File: src/rtl/aes_key_sched_ctrl_pkg.sv
`default_nettype none
// ============================================================================
// aes_pkg : AES-128 key-schedule constants, S-box/Rcon helpers, FSM encoding
// Rev 1.0
// ============================================================================
package aes_pkg;

  localparam int NR = 10;
  localparam int KW = 128;

  localparam logic [1:0] ST_IDLE   = 2'd0;
  localparam logic [1:0] ST_EXPAND = 2'd1;
  localparam logic [1:0] ST_DONE   = 2'd2;

  typedef enum logic [1:0] {
    S_IDLE   = ST_IDLE,
    S_EXPAND = ST_EXPAND,
    S_DONE   = ST_DONE
  } aes_state_e;

  localparam logic [7:0] SBOX [256] = '{
    8'h63, 8'h7c, 8'h77, 8'h7b, 8'hf2, 8'h6b, 8'h6f, 8'hc5, 8'h30, 8'h01, 8'h67, 8'h2b, 8'hfe, 8'hd7, 8'hab, 8'h76,
    8'hca, 8'h82, 8'hc9, 8'h7d, 8'hfa, 8'h59, 8'h47, 8'hf0, 8'had, 8'hd4, 8'ha2, 8'haf, 8'h9c, 8'ha4, 8'h72, 8'hc0,
    8'hb7, 8'hfd, 8'h93, 8'h26, 8'h36, 8'h3f, 8'hf7, 8'hcc, 8'h34, 8'ha5, 8'he5, 8'hf1, 8'h71, 8'hd8, 8'h31, 8'h15,
    8'h04, 8'hc7, 8'h23, 8'hc3, 8'h18, 8'h96, 8'h05, 8'h9a, 8'h07, 8'h12, 8'h80, 8'he2, 8'heb, 8'h27, 8'hb2, 8'h75,
    8'h09, 8'h83, 8'h2c, 8'h1a, 8'h1b, 8'h6e, 8'h5a, 8'ha0, 8'h52, 8'h3b, 8'hd6, 8'hb3, 8'h29, 8'he3, 8'h2f, 8'h84,
    8'h53, 8'hd1, 8'h00, 8'hed, 8'h20, 8'hfc, 8'hb1, 8'h5b, 8'h6a, 8'hcb, 8'hbe, 8'h39, 8'h4a, 8'h4c, 8'h58, 8'hcf,
    8'hd0, 8'hef, 8'haa, 8'hfb, 8'h43, 8'h4d, 8'h33, 8'h85, 8'h45, 8'hf9, 8'h02, 8'h7f, 8'h50, 8'h3c, 8'h9f, 8'ha8,
    8'h51, 8'ha3, 8'h40, 8'h8f, 8'h92, 8'h9d, 8'h38, 8'hf5, 8'hbc, 8'hb6, 8'hda, 8'h21, 8'h10, 8'hff, 8'hf3, 8'hd2,
    8'hcd, 8'h0c, 8'h13, 8'hec, 8'h5f, 8'h97, 8'h44, 8'h17, 8'hc4, 8'ha7, 8'h7e, 8'h3d, 8'h64, 8'h5d, 8'h19, 8'h73,
    8'h60, 8'h81, 8'h4f, 8'hdc, 8'h22, 8'h2a, 8'h90, 8'h88, 8'h46, 8'hee, 8'hb8, 8'h14, 8'hde, 8'h5e, 8'h0b, 8'hdb,
    8'he0, 8'h32, 8'h3a, 8'h0a, 8'h49, 8'h06, 8'h24, 8'h5c, 8'hc2, 8'hd3, 8'hac, 8'h62, 8'h91, 8'h95, 8'he4, 8'h79,
    8'he7, 8'hc8, 8'h37, 8'h6d, 8'h8d, 8'hd5, 8'h4e, 8'ha9, 8'h6c, 8'h56, 8'hf4, 8'hea, 8'h65, 8'h7a, 8'hae, 8'h08,
    8'hba, 8'h78, 8'h25, 8'h2e, 8'h1c, 8'ha6, 8'hb4, 8'hc6, 8'he8, 8'hdd, 8'h74, 8'h1f, 8'h4b, 8'hbd, 8'h8b, 8'h8a,
    8'h70, 8'h3e, 8'hb5, 8'h66, 8'h48, 8'h03, 8'hf6, 8'h0e, 8'h61, 8'h35, 8'h57, 8'hb9, 8'h86, 8'hc1, 8'h1d, 8'h9e,
    8'he1, 8'hf8, 8'h98, 8'h11, 8'h69, 8'hd9, 8'h8e, 8'h94, 8'h9b, 8'h1e, 8'h87, 8'he9, 8'hce, 8'h55, 8'h28, 8'hdf,
    8'h8c, 8'ha1, 8'h89, 8'h0d, 8'hbf, 8'he6, 8'h42, 8'h68, 8'h41, 8'h99, 8'h2d, 8'h0f, 8'hb0, 8'h54, 8'hbb, 8'h16
  };

  function automatic logic [7:0] sbox(input logic [7:0] x);
    return SBOX[x];
  endfunction

  // Byte 0 of the word sits in bits [0:7], matching the key bus ordering.
  function automatic logic [0:31] sub_word(input logic [0:31] w);
    return {sbox(w[0:7]), sbox(w[8:15]), sbox(w[16:23]), sbox(w[24:31])};
  endfunction

  function automatic logic [7:0] rcon(input logic [3:0] r);
    logic [7:0] rc;
    case (r)
      4'd1:    rc = 8'h01;
      4'd2:    rc = 8'h02;
      4'd3:    rc = 8'h04;
      4'd4:    rc = 8'h08;
      4'd5:    rc = 8'h10;
      4'd6:    rc = 8'h20;
      4'd7:    rc = 8'h40;
      4'd8:    rc = 8'h80;
      4'd9:    rc = 8'h1b;
      4'd10:   rc = 8'h36;
      default: rc = 8'h00;
    endcase
    return rc;
  endfunction

endpackage
`default_nettype wire

File: src/rtl/aes_key_sched_ctrl_key_round.sv
`default_nettype none
// ============================================================================
// aes_key_round : one combinational AES-128 key expansion round
// Rev 1.0
// ============================================================================
module aes_key_round
  import aes_pkg::*;
(
  input  logic [0:127] key,
  input  logic [3:0]   rnd,
  output logic [0:127] next_key
);

  logic [0:31] w0, w1, w2, w3;
  logic [0:31] temp;
  logic [0:31] n0, n1, n2, n3;

  always_comb begin
    w0 = key[0:31];
    w1 = key[32:63];
    w2 = key[64:95];
    w3 = key[96:127];
    // RotWord moves byte 0 to the end, then SubWord and Rcon on the top byte.
    temp = sub_word({w3[8:31], w3[0:7]}) ^ {rcon(rnd), 24'h000000};
    n0 = temp ^ w0;
    n1 = n0 ^ w1;
    n2 = n1 ^ w2;
    n3 = n2 ^ w3;
    next_key = {n0, n1, n2, n3};
  end

endmodule
`default_nettype wire

File: src/rtl/aes_key_sched_ctrl.sv
`default_nettype none
// ============================================================================
// aes_key_sched_ctrl : sequential AES-128 key schedule, one round per clock,
// 11-entry round-key register file with registered read port. Rev 1.0
// ============================================================================
module aes_key_sched_ctrl
  import aes_pkg::*;
#(
  parameter int NR = aes_pkg::NR,
  parameter int KW = aes_pkg::KW
) (
  input  logic          clk,
  input  logic          rst_n,
  input  logic          start,
  input  logic [0:KW-1] key_in,
  output logic          busy,
  output logic          done,
  output logic          keys_valid,
  input  logic [3:0]    rk_idx,
  output logic [0:KW-1] rk_out
);

  logic [1:0]    state_q, state_d;
  logic [3:0]    rnd_q, rnd_d;
  logic [0:KW-1] cur_key_q, cur_key_d;
  logic          done_q, done_d;
  logic          keys_valid_q, keys_valid_d;
  logic [0:KW-1] rk_out_q, rk_out_d;
  logic [0:KW-1] rk_q [0:NR];
  logic [0:KW-1] rk_d [0:NR];
  logic [0:KW-1] next_key;

  aes_key_round u_key_round (
    .key      (cur_key_q),
    .rnd      (rnd_q),
    .next_key (next_key)
  );

  always_comb begin
    state_d      = state_q;
    rnd_d        = rnd_q;
    cur_key_d    = cur_key_q;
    keys_valid_d = keys_valid_q;
    done_d       = 1'b0;
    for (int i = 0; i <= NR; i++) begin
      rk_d[i] = rk_q[i];
    end

    case (state_q)
      ST_IDLE: begin
        if (start) begin
          rk_d[0]      = key_in;
          cur_key_d    = key_in;
          rnd_d        = 4'd1;
          keys_valid_d = 1'b0;
          state_d      = ST_EXPAND;
        end
      end
      ST_EXPAND: begin
        rk_d[rnd_q] = next_key;
        cur_key_d   = next_key;
        if (rnd_q == 4'(NR)) begin
          state_d = ST_DONE;
        end else begin
          rnd_d = rnd_q + 4'd1;
        end
      end
      ST_DONE: begin
        // done is registered, so it appears together with keys_valid.
        done_d       = 1'b1;
        keys_valid_d = 1'b1;
        state_d      = ST_IDLE;
      end
      default: state_d = ST_IDLE;
    endcase
  end

  always_comb begin
    rk_out_d = '0;
    if (rk_idx <= 4'(NR)) begin
      rk_out_d = rk_q[rk_idx];
    end
  end

  always_ff @(posedge clk or negedge rst_n) begin
    if (!rst_n) begin
      state_q      <= ST_IDLE;
      rnd_q        <= 4'd0;
      cur_key_q    <= '0;
      done_q       <= 1'b0;
      keys_valid_q <= 1'b0;
      rk_out_q     <= '0;
    end else begin
      state_q      <= state_d;
      rnd_q        <= rnd_d;
      cur_key_q    <= cur_key_d;
      done_q       <= done_d;
      keys_valid_q <= keys_valid_d;
      rk_out_q     <= rk_out_d;
    end
  end

  for (genvar g = 0; g <= NR; g++) begin : g_rk
    always_ff @(posedge clk or negedge rst_n) begin
      if (!rst_n) begin
        rk_q[g] <= '0;
      end else begin
        rk_q[g] <= rk_d[g];
      end
    end
  end

  assign busy       = (state_q == ST_EXPAND) || (state_q == ST_DONE);
  assign done       = done_q;
  assign keys_valid = keys_valid_q;
  assign rk_out     = rk_out_q;

endmodule
`default_nettype wire

File: config.mk
export PLATFORM = sky130hd
export DESIGN_NAME = aes_key_sched_ctrl
export DESIGN_NICKNAME = d
export VERILOG_FILES = /design/src/rtl/aes_key_sched_ctrl_pkg.sv /design/src/rtl/aes_key_sched_ctrl_key_round.sv /design/src/rtl/aes_key_sched_ctrl.sv
export SDC_FILE = /design/constraint.sdc
export NUM_CORES = 2
export LEC_CHECK = 0
export ABC_CLOCK_PERIOD_IN_PS = 12650
export BUFFER_PORTS_ARGS = -buffer_cell sky130_fd_sc_hd__buf_2
export CAP_MARGIN = 20
export CELL_PAD_IN_SITES_DETAIL_PLACEMENT = 0
export CELL_PAD_IN_SITES_GLOBAL_PLACEMENT = 2
export CORE_MARGIN = 2
export CORE_UTILIZATION = 25
export CTS_BUF_LIST = sky130_fd_sc_hd__clkbuf_16
export DETAILED_ROUTE_END_ITERATION = 12
export PLACE_DENSITY = 0.5
export SYNTH_ARGS = -nofsm -noshare
export SYNTH_HDL_FRONTEND = slang
export SYNTH_SLANG_ARGS = --single-unit
export TNS_END_PERCENT = 30
File: constraint.sdc
create_clock -name clk -period 12.65 [get_ports clk]
set_input_delay 2.53 -clock clk [delete_from_list [all_inputs] [get_ports clk]]
set_output_delay 2.53 -clock clk [all_outputs]
set_load 0.005 [all_outputs]
==> out/qor.csv <==
metric,value,unit
Reg2Reg Depth,13,
Tmin final,5706,ps
WL/cell,29.95,um
Max-Cap Viols,0,
"Setup violations, final",0,
RSZ-0062 raised after global routing,false,
Synth Instances,9230,
routed vias/inst,5.230,
most used flip-flop cell after synthesis,dfrtp_1,
Die Ht,597.6,um
Post-Syn Nets,9429,
Synth async-reset ratio,1.000,
final period utilization,0.4511,
Least-Margin Pin Slew,1151,ps
initial DRC count,6453,
Max stage delay on crit path,840,ps
number of synthesized flops with an enable pin,0,
Crit-path slowest cell,xnor2_2,
clock latency on the worst-skew pair,920,ps
TritonCTS clock tree,done,
largest net degree at the start of global routing,165,
Peak Freq,175.2,MHz
worst path required time,13380,ps
post_cts resized,0,
setup TNS,0,ps
max_slew headroom,0.2275,
CTS Sinks,1672,
clock-pin slew on the worst setup and hold paths,60,ps
fin nets,9175,
Synthesis Warnings,0,
Worst Path Max Fanout,35,
first drt pass iteration count,6,
reg-to-reg endpoint,rk_q[1154],
final hold vios,0,
Tot GR Track Use,0.2280,
Worst Setup EP,rk_q[1154],
antenna-violating nets left,0,
#FFs+latches synth,1672,
CTS Root Cell,clkbuf_16,
GRT overflow,0,
final setup margin,6944,ps
H-tree Lvls,4,
RR Startpoint,cur_key_q[103],
first-pass GRT wire length,587.6,mm
vias in the first global route,72440,
Die Wd,597.6,um
register area share after synthesis,0.4750,
DP Worst Slack,6641,ps
average size of a mapped cell,9.544,sq um
flop-to-flop setup slack,6940,ps
port buffer count,265,
Hold Path Class,flop to flop,
Std-Cell Rows,217,
CP Class,flop to flop,
die area,357100,sq um
Boundary Pins,266,
routed vias,72130,
antenna violations before repair,44,
starting density of the core,0.2517,
area delta synth->final,14.02,%
DPL Wire Length,266.4,mm
mapped cell area,88090,sq um
CP Capture Type,flop,
Synth cell types,107,
Total Wirelength,413.0,mm
status,finished clean,
Critical Path Source,cur_key_q[103],
clock skew,66.80,ps
Residual DRC,0,
"delay-heaviest family, CP",compound AO/OA/AOI/OAI gates,
CTS Buffer Depth,4,
Startpoint Class,flop,
Worst EP arrival,6430,ps
share of cells above drive strength 1,0.1385,
core area,350000,sq um
CP Buf/Inv Count,3,
crit-path cells,buf_4 -> inv_1 -> ha_1 -> nor2_1 -> a311oi_1 -> a311oi_1 -> o211a_1 -> a2111o_1 -> nor3b_2 -> buf_4 -> xor3_2 -> xnor2_2 -> o21ai_0,
instance count on the critical path,13,
Final Max Tran Viols,0,
Post-CTS Hold Buffers,0,
routability cong.,0.9315,
total CTS buffers,207,
Post-CTS Setup Bufs,0,
## cells in the final DEF (no fill, tap or decap), drive strengths merged, types with 26 or more instances in the layout
cell and n:
a211oi 82, a21o 59, a21oi 513, a221oi 26, a2bb2oi 29, a311oi 41
a31oi 71, and2 35, and3 44, buf 515, clkbuf 211, clkinv 100
dfrtp 1672, diode 49, ha 64, inv 113, mux2i 305, mux4 297
nand2 1582, nand2b 107, nand3 93, nor2 408, nor2b 95, nor3 82
o211ai 48, o21a 36, o21ai 1527, o22ai 210, o311ai 39, o31ai 31
or2 39, or3 29, xnor2 121, xor2 53
## how the worst min path moves through the flow
stage | to | from | depth (start not counted) | slack (ps)
2_1_floorplan | rk_q[1353] | rk_q[1353] | 2 | 440
3_3_place_gp | rk_q[1026] | rk_q[1026] | 2 | 460
3_5_place_dp | rk_q[1026] | rk_q[1026] | 2 | 460
4_1_cts | rk_q[1026] | rk_q[1026] | 2 | 470
5_1_grt | rk_q[1354] | rk_q[1354] | 1 | 490
6_report | rk_q[1276] | rk_q[1276] | 2 | 470
## metal layers
layer	share of wire	track usage
met5	0.000031	0
met4	0.033	0.06872
met3	0.045	0.02819
met2	0.46	0.3678
met1	0.46	0.3181
## area by class of cell
cell class                      instances  area [sq um]
Inverter                               72         277.8
Sequential cell                      1672         41870
Clock buffer                          210          5255
Timing Repair Buffer                  516          3535
Clock inverter                        166          1315
Tap cell                             4599          5754
Antenna cell                           49         122.6
Fill cell                           36910        249500
Multi-Input combinational cell       6507         42320
## synth_stat cells, types with 64 or more instances
cell / n / area share
mux2i_1: 305 / 0.035
nand2_1: 1581 / 0.067
dfrtp_1: 1672 / 0.47
o21ai_0: 1506 / 0.086
a21oi_1: 513 / 0.029
a211oi_1: 80 / 0.0068
a31oi_1: 69 / 0.0049
nor2_1: 407 / 0.017
o22ai_1: 208 / 0.015
nand3_1: 93 / 0.0053
buf_2: 122 / 0.0069
nor2b_1: 95 / 0.0067
ha_1: 64 / 0.0091
mux4_2: 297 / 0.076
buf_1: 82 / 0.0035
nand2b_1: 107 / 0.0076
clkbuf_1: 749 / 0.032
nor3_1: 81 / 0.0046
xnor2_1: 118 / 0.012
## state kept, by name, summed over array words and instances (netlist names)
register / flops
rnd_q: 4
cur_key_q: 128
state_q: 2
rk_q: 1408
keys_valid: 1
rk_out: 128
done: 1
## worst min-delay path: stages (launching register included)
cell	delay [ps]
dfrtp_1	340
nand2_1	40
o21ai_0	60
## logic make-up (layout without fill, tap and decap cells)
kind of cell	Yosys count	count (layout)	share of synthesized area
buf+inv	1051	964	0.04813
mux	627	627	0.1138
xor+xnor	196	196	0.02344
simple gates	2636	2636	0.1302
fa+ha+maj	64	64	0.009090
compound gates	2984	2984	0.2004
flops	1672	1672	0.4750
other cells	0	49	0
## metrics by stage
stage                 util  cells  hold slack [ps]  instance area, sq um
floorplan                -   9230            443.9                 88090
global placement    0.2674  13350            455.3                 93600
detailed placement  0.2677  13360            461.5                 93670
CTS                 0.2864  13730            474.8                100200
global route        0.2869  13780            488.5                100400
finish              0.2870  13790            471.8                100400
Power is not shown: default switching activity piles up to over one toggle a cycle in this logic, so the estimate is an artifact.
